## config.mk

```make
export PLATFORM = sky130hd
export DESIGN_NAME = pipe_hazard_ctrl
export DESIGN_NICKNAME = d
export VERILOG_FILES = /design/src/rtl/pipe_pkg.sv /design/src/rtl/pipe_hazard_ctrl_hazard_detect.sv /design/src/rtl/pipe_hazard_ctrl.sv
export SDC_FILE = /design/constraint.sdc
export NUM_CORES = 1
export LEC_CHECK = 0
export BUFFER_PORTS_ARGS = -buffer_cell sky130_fd_sc_hd__buf_4
export CORE_MARGIN = 3
export CORE_UTILIZATION = 41
export CTS_CLUSTER_DIAMETER = 120
export DETAILED_ROUTE_END_ITERATION = 8
export PLACE_DENSITY = 0.73
export SYNTH_ARGS = -nofsm -noshare
export SYNTH_HDL_FRONTEND = slang
export SYNTH_SLANG_ARGS = --single-unit
```

## constraint.sdc

```tcl
create_clock -name clk -period 2 [get_ports clk]
set_clock_uncertainty 0.2 [all_clocks]
set_input_delay 0.3 -clock clk [delete_from_list [all_inputs] [get_ports clk]]
set_output_delay 0.3 -clock clk [all_outputs]
set_load 0.05 [all_outputs]
```

## src/rtl/pipe_pkg.sv

```systemverilog
// Shared types for the pipeline hazard controller: sequencer states, the
// register-zero constant and a struct that groups every pipeline register's
// enable/clear strobes so the control logic can handle them as one value.
package pipe_pkg;

    typedef enum logic {
        RUN      = 1'b0,
        MEM_WAIT = 1'b1
    } state_t;

    localparam logic [4:0] REG_ZERO = 5'd0;

    // Enable/clear pair of one pipeline register.
    typedef struct packed {
        logic ce;
        logic flush;
    } stage_ctrl_t;

    // Complete set of strobes returned to the datapath.
    typedef struct packed {
        logic        pc_ce;
        logic        pc_src;
        stage_ctrl_t ifid;
        stage_ctrl_t idex;
        stage_ctrl_t exmem;
        stage_ctrl_t memwb;
    } pipe_ctrl_t;

    // Free-running pipeline: everything advances, nothing is cleared.
    localparam pipe_ctrl_t CTRL_RUN = '{
        pc_ce:  1'b1,
        pc_src: 1'b0,
        ifid:   '{ce: 1'b1, flush: 1'b0},
        idex:   '{ce: 1'b1, flush: 1'b0},
        exmem:  '{ce: 1'b1, flush: 1'b0},
        memwb:  '{ce: 1'b1, flush: 1'b0}
    };

    // Held in reset: nothing advances, every stage is cleared.
    localparam pipe_ctrl_t CTRL_RESET = '{
        pc_ce:  1'b0,
        pc_src: 1'b0,
        ifid:   '{ce: 1'b0, flush: 1'b1},
        idex:   '{ce: 1'b0, flush: 1'b1},
        exmem:  '{ce: 1'b0, flush: 1'b1},
        memwb:  '{ce: 1'b0, flush: 1'b1}
    };

    // Memory freeze: hold PC through EX/MEM and push a bubble into WB.
    function automatic pipe_ctrl_t freeze_ctrl(input pipe_ctrl_t c);
        pipe_ctrl_t r;
        r             = c;
        r.pc_ce       = 1'b0;
        r.ifid.ce     = 1'b0;
        r.idex.ce     = 1'b0;
        r.exmem.ce    = 1'b0;
        r.memwb.flush = 1'b1;
        return r;
    endfunction

endpackage

```

## src/rtl/pipe_hazard_ctrl_hazard_detect.sv

```systemverilog
// Load-use comparator: flags an instruction in IF/ID that reads the register
// a load in ID/EX is about to write. Register zero never creates a hazard.
module hazard_detect
    import pipe_pkg::*;
(
    input  logic [4:0] i_id_rs,
    input  logic [4:0] i_id_rt,
    input  logic       i_idex_memread,
    input  logic [4:0] i_idex_rt,
    output logic       o_luse
);

    assign o_luse = i_idex_memread
                 && (i_idex_rt != REG_ZERO)
                 && ((i_idex_rt == i_id_rs) || (i_idex_rt == i_id_rt));

endmodule

```

## src/rtl/pipe_hazard_ctrl.sv

```systemverilog
// Central hazard sequencer for the 5-stage pipeline. Produces the clock-enable
// and flush strobes of PC, IF/ID, ID/EX, EX/MEM and MEM/WB from load-use,
// taken-branch (resolved in MEM) and multi-cycle data-memory conditions.
// Optional statistics counters are compiled in with `define PIPE_STATS_EN.
module pipe_hazard_ctrl
    import pipe_pkg::*;
#(
    parameter int MEM_TIMEOUT = 16,
    parameter int CNT_W       = 16
) (
    input  logic             clk,
    input  logic             rst,
    input  logic [4:0]       id_rs,
    input  logic [4:0]       id_rt,
    input  logic             idex_memread,
    input  logic [4:0]       idex_rt,
    input  logic             exmem_branch,
    input  logic             exmem_zero,
    input  logic             exmem_memread,
    input  logic             exmem_memwrite,
    input  logic             dmem_ack,
    output logic             pc_ce,
    output logic             pc_src,
    output logic             ifid_ce,
    output logic             ifid_flush,
    output logic             idex_ce,
    output logic             idex_flush,
    output logic             exmem_ce,
    output logic             exmem_flush,
    output logic             memwb_ce,
    output logic             memwb_flush,
    output logic             dmem_req,
`ifdef PIPE_STATS_EN
    output logic [CNT_W-1:0] stall_cnt,
    output logic [CNT_W-1:0] flush_cnt,
`endif
    output logic             mem_err
);

    localparam int                WAIT_W   = $clog2(MEM_TIMEOUT + 1);
    localparam logic [WAIT_W-1:0] WAIT_ONE = WAIT_W'(1);
    localparam logic [WAIT_W-1:0] WAIT_MAX = WAIT_W'(MEM_TIMEOUT);

    state_t            r_state;
    state_t            w_state_nxt;
    logic [WAIT_W-1:0] r_wait_cnt;
    logic [WAIT_W-1:0] w_wait_cnt_nxt;
    logic              r_mem_err;
    logic              w_mem_err_nxt;
    logic              w_mem_op;
    logic              w_freeze;
    logic              w_taken;
    logic              w_luse;
    pipe_ctrl_t        w_ctrl;

    assign w_mem_op = exmem_memread | exmem_memwrite;

    hazard_detect u_hazard_detect (
        .i_id_rs        (id_rs),
        .i_id_rt        (id_rt),
        .i_idex_memread (idex_memread),
        .i_idex_rt      (idex_rt),
        .o_luse         (w_luse)
    );

    // Next state, wait counter, timeout flag and whether this cycle freezes.
    always_comb begin
        // NOTE: every target gets a default first so no latch is inferred.
        w_state_nxt    = r_state;
        w_wait_cnt_nxt = r_wait_cnt;
        w_mem_err_nxt  = r_mem_err;
        w_freeze       = 1'b0;
        case (r_state)
            RUN: begin
                if (w_mem_op && !dmem_ack) begin
                    w_freeze       = 1'b1;
                    w_state_nxt    = MEM_WAIT;
                    w_wait_cnt_nxt = WAIT_ONE;
                end
            end
            MEM_WAIT: begin
                if (dmem_ack) begin
                    // Release cycle: RUN strobes apply, then back to RUN.
                    w_state_nxt    = RUN;
                    w_wait_cnt_nxt = '0;
                end else if (r_wait_cnt == WAIT_MAX) begin
                    // Abandon the access and release exactly as on an ack.
                    w_mem_err_nxt  = 1'b1;
                    w_state_nxt    = RUN;
                    w_wait_cnt_nxt = '0;
                end else begin
                    w_freeze       = 1'b1;
                    w_wait_cnt_nxt = r_wait_cnt + WAIT_ONE;
                end
            end
            default: begin
                w_state_nxt    = RUN;
                w_wait_cnt_nxt = '0;
            end
        endcase
    end

    // Strobe priority: reset, memory freeze, taken branch, load-use bubble.
    always_comb begin
        w_taken = 1'b0;
        w_ctrl  = CTRL_RUN;
        if (w_freeze) begin
            w_ctrl = freeze_ctrl(CTRL_RUN);
        end else if (exmem_branch && exmem_zero) begin
            w_taken           = 1'b1;
            w_ctrl.pc_src     = 1'b1;
            w_ctrl.ifid.flush = 1'b1;
            w_ctrl.idex.flush = 1'b1;
            w_ctrl.exmem.flush = 1'b1;
        end else if (w_luse) begin
            w_ctrl.pc_ce      = 1'b0;
            w_ctrl.ifid.ce    = 1'b0;
            w_ctrl.idex.flush = 1'b1;
        end
        if (rst) begin
            w_taken = 1'b0;
            w_ctrl  = CTRL_RESET;
        end
    end

    // State register, wait counter and sticky timeout flag.
    always_ff @(posedge clk or posedge rst) begin
        // NOTE: non-blocking assignments so every register samples pre-edge values.
        if (rst) begin
            r_state    <= RUN;
            r_wait_cnt <= '0;
            r_mem_err  <= 1'b0;
        end else begin
            r_state    <= w_state_nxt;
            r_wait_cnt <= w_wait_cnt_nxt;
            r_mem_err  <= w_mem_err_nxt;
        end
    end

    assign pc_ce       = w_ctrl.pc_ce;
    assign pc_src      = w_ctrl.pc_src;
    assign ifid_ce     = w_ctrl.ifid.ce;
    assign ifid_flush  = w_ctrl.ifid.flush;
    assign idex_ce     = w_ctrl.idex.ce;
    assign idex_flush  = w_ctrl.idex.flush;
    assign exmem_ce    = w_ctrl.exmem.ce;
    assign exmem_flush = w_ctrl.exmem.flush;
    assign memwb_ce    = w_ctrl.memwb.ce;
    assign memwb_flush = w_ctrl.memwb.flush;
    assign dmem_req    = w_mem_op && !rst;
    assign mem_err     = r_mem_err;

`ifdef PIPE_STATS_EN
    localparam logic [CNT_W-1:0] CNT_MAX = '1;
    localparam logic [CNT_W-1:0] CNT_ONE = CNT_W'(1);

    logic [CNT_W-1:0] r_stall_cnt;
    logic [CNT_W-1:0] r_flush_cnt;

    // Saturating counts of PC-stalled cycles and taken-branch flushes.
    always_ff @(posedge clk or posedge rst) begin
        if (rst) begin
            r_stall_cnt <= '0;
            r_flush_cnt <= '0;
        end else begin
            if (!w_ctrl.pc_ce && (r_stall_cnt != CNT_MAX)) begin
                r_stall_cnt <= r_stall_cnt + CNT_ONE;
            end
            if (w_taken && (r_flush_cnt != CNT_MAX)) begin
                r_flush_cnt <= r_flush_cnt + CNT_ONE;
            end
        end
    end

    assign stall_cnt = r_stall_cnt;
    assign flush_cnt = r_flush_cnt;
`else
    // CNT_W only sizes the statistics counters; keep it referenced here.
    logic [CNT_W-1:0] w_unused_cnt_w;
    assign w_unused_cnt_w = '0;
`endif

endmodule

```

==> results.sh <==
export IMPL_status="finished, violations left"
export IMPL_violations="negative setup slack"
export IMPL_hold_viol_final=0
export IMPL_setup_ws_ns=-0.272
export IMPL_start_kind="flip-flop"
export IMPL_regArea_um2=175
export IMPL_numPortBuffers=34
export IMPL_setup_viol=9
export IMPL_clkSinkCount=7
export IMPL_yosysWarnings=0
export IMPL_worst_pin_slew_ns=0.353
export IMPL_synthCells=68
export IMPL_max_cap_viol_count=0
export IMPL_min_path_type="primary input to flip-flop"
export IMPL_finalCriticalPeriod_ns=2.27
export IMPL_crit_chain="inv_2, ha_4, and4bb_2, o2bb2ai_4, nand2b_4, clkinvlp_4, buf_8"
export IMPL_powerDensity_mw_per_mm2=620
export IMPL_root_buffer="clkbuf_4"
export IMPL_post_route_period_util_pct=114
export IMPL_arrival_ns=1.77
export IMPL_drt_wl_total_mm=1.75
export IMPL_gp_congestion=0.787
export IMPL_antenna_cells=0
export IMPL_cts_tree="built"
export IMPL_syn2layout_area_growth_pct=79.9
export IMPL_vias=655
export IMPL_maxSlewViolCount=0
export IMPL_multiInputGateArea_um2=407
export IMPL_synth_cell_types=23
export IMPL_final_util_pct=86.4
export IMPL_placed_cell_area_um2=936
export IMPL_start_util_pct=48.0
export IMPL_syn_num_nets=93
export IMPL_cp_max_fo=4
export IMPL_grt_usage_pct=20.3
export IMPL_grt_pass1_wl_mm=2.86
export IMPL_drc=0
export IMPL_end_kind="output pin"
export IMPL_antenna_left=0
export IMPL_final_area_mm2=0.00105
export IMPL_syn_area_per_cell_um2=8.59
export IMPL_drive_gt1_share_pct=51.7
export IMPL_dieHeight_um=43.8
export IMPL_ys_seq_area_share_pct=30.0
export IMPL_fp_dieW_um=43.8
export IMPL_rows=12
export IMPL_required_ns=1.50
export IMPL_clock_fmax_mhz=440
export IMPL_grt_antenna_before_repair=0
export IMPL_max_stage_delay_ns=0.36
export IMPL_avgRoutedWirePerCell_um=13.5
export IMPL_fillCellCount=70
export IMPL_grt_setup_unrepaired="true"
export IMPL_cts_clk_slew_worst_paths_ns=0.06
export IMPL_slew_headroom_pct=76.5
export IMPL_clock_latency_ns=0.26
export IMPL_finalPower_uw=652
export IMPL_p_leak_uw=0.000502
export IMPL_htree_levels=1
export IMPL_grt_pass1_vias=658
export IMPL_critPathKind="flip-flop to output pin"
export IMPL_netlist_area_um2=584
export IMPL_drt_iter0_markers=8
export IMPL_drtPass1Iterations=4
export IMPL_synth_edff_count=0
export IMPL_dp_hpwl_mm=1.31
export IMPL_cts_max_path_buffers=2
export IMPL_synth_seq_cells=7
export IMPL_numCtsBuffers=3
export IMPL_async_flop_share_pct=100
export IMPL_grt_ovfl_total=0
export IMPL_max_vdd_ir_drop_uv=469
export IMPL_ios=35
export IMPL_cp_slowest_cell="dfrtp_1"
export IMPL_viasPerCell=5.04
export IMPL_ys_flop_type="dfrtp_1"
export IMPL_nets=142
export IMPL_grt_max_degree=6
export IMPL_coreArea_mm2=0.00122
export IMPL_fp_dieArea_mm2=0.00191
## through the flow
stage               setup TNS (ns)  hold slack (ns)  setup WS, ns  instances
floorplan                    -1.78            0.122        -0.397         68
global placement           -0.0363           0.0469       -0.0183        122
detailed placement          -0.139           0.0490       -0.0650        122
CTS                          -1.65            0.177        -0.235        128
global route                 -2.49            0.200        -0.341        130
finish                       -1.85            0.190        -0.272        130
## cells by family after synthesis
group / Yosys count / synth area share, %
flops: 7 / 30.0
compound gates: 18 / 24.0
fa+ha+maj: 2 / 4.28
buf+inv: 9 / 7.71
xor+xnor: 10 / 15.0
simple gates: 22 / 19.1
## repair_timing
action	in CTS	in global routing
hold buffers	2	0
endpoints found under the setup margin	9	9
pin swaps	2	2
setup buffers	0	2
gates cloned	0	0
resized for setup	10	5
hold endpoints to repair	2	0
## per-layer routing
layer	share of wire (%)	vias up	track usage [%]
met5	0	-	0
met4	1.5	0	7.23
met3	5.9	4	5.39
met2	54	24	37.8
met1	38	297	21.4
li1	-	330	-
## critical path, delay by kind of cell (launching register included)
kind	cells	cell delay, ns
AOI/OAI and AO/OA	1	0.18
buffers and inverters	3	0.36
DFF	1	0.36
and+or+nand+nor	2	0.45
adders and majority gates	1	0.14
## synthesized netlist by cell type (2+ instances only)
cell type	n	area, um^2
inv_1	6	22.5
o22ai_1	2	12.5
ha_1	2	25.0
a21oi_1	3	15.0
nand2b_1	2	12.5
o21ai_1	5	25.0
nand2_1	5	18.8
buf_4	3	22.5
a21o_1	2	15.0
nor2_1	8	30.0
dfrtp_1	7	175
nand3_1	3	15.0
xnor2_1	10	87.6
## power by group
part,switching (uW),total (uW),internal [uW]
combinational,189,349,160
sequential,11.5,169,157
clock,57.3,134,76.5
total,258,652,394
## cell usage in the layout, fill, tap and decap left out, types with 2 or more instances in the layout
master and instances:
o22ai_1 2, inv_1 3, o21ai_2 2, a21oi_1 2, buf_4 37, buf_6 5
nand2_1 5, nand3_1 3, o21ai_1 4, buf_8 3, clkbuf_4 3, dfrtp_1 7
nor2_1 7, inv_2 2, xnor2_1 10, dlygate4sd3_1 2, a21o_1 2
## sequential cells by signal, indices dropped and copies added, names as in the netlist
register and count:
r_wait_cnt 5, mem_err 1, r_state 1
## cell type report
cell class                 count  share of cell area (%)
clock buffer                   4                    2.50
multi-input combinational     52                    38.7
sequential                     7                    16.7
timing repair buffer          47                    38.0
tap                           14                    1.67
inverter                       6                    2.50
## path summary, 6_finish.rpt
kind | slack [ns] | depth (start not counted) | start | to
worst max register to register | 0.27 | 7 | r_wait_cnt[0] | r_wait_cnt[3]
worst max-delay path | -0.27 | 7 | r_wait_cnt[0] | idex_ce
worst min register to register | 0.27 | 1 | mem_err | mem_err
min in group asynchronous | 0.40 | 3 | rst | r_wait_cnt[2]
max in group asynchronous | 0.96 | 4 | rst | r_wait_cnt[3]
worst min-delay path | 0.19 | 4 | dmem_ack | r_wait_cnt[4]
Power figures use the tool's default switching activity.
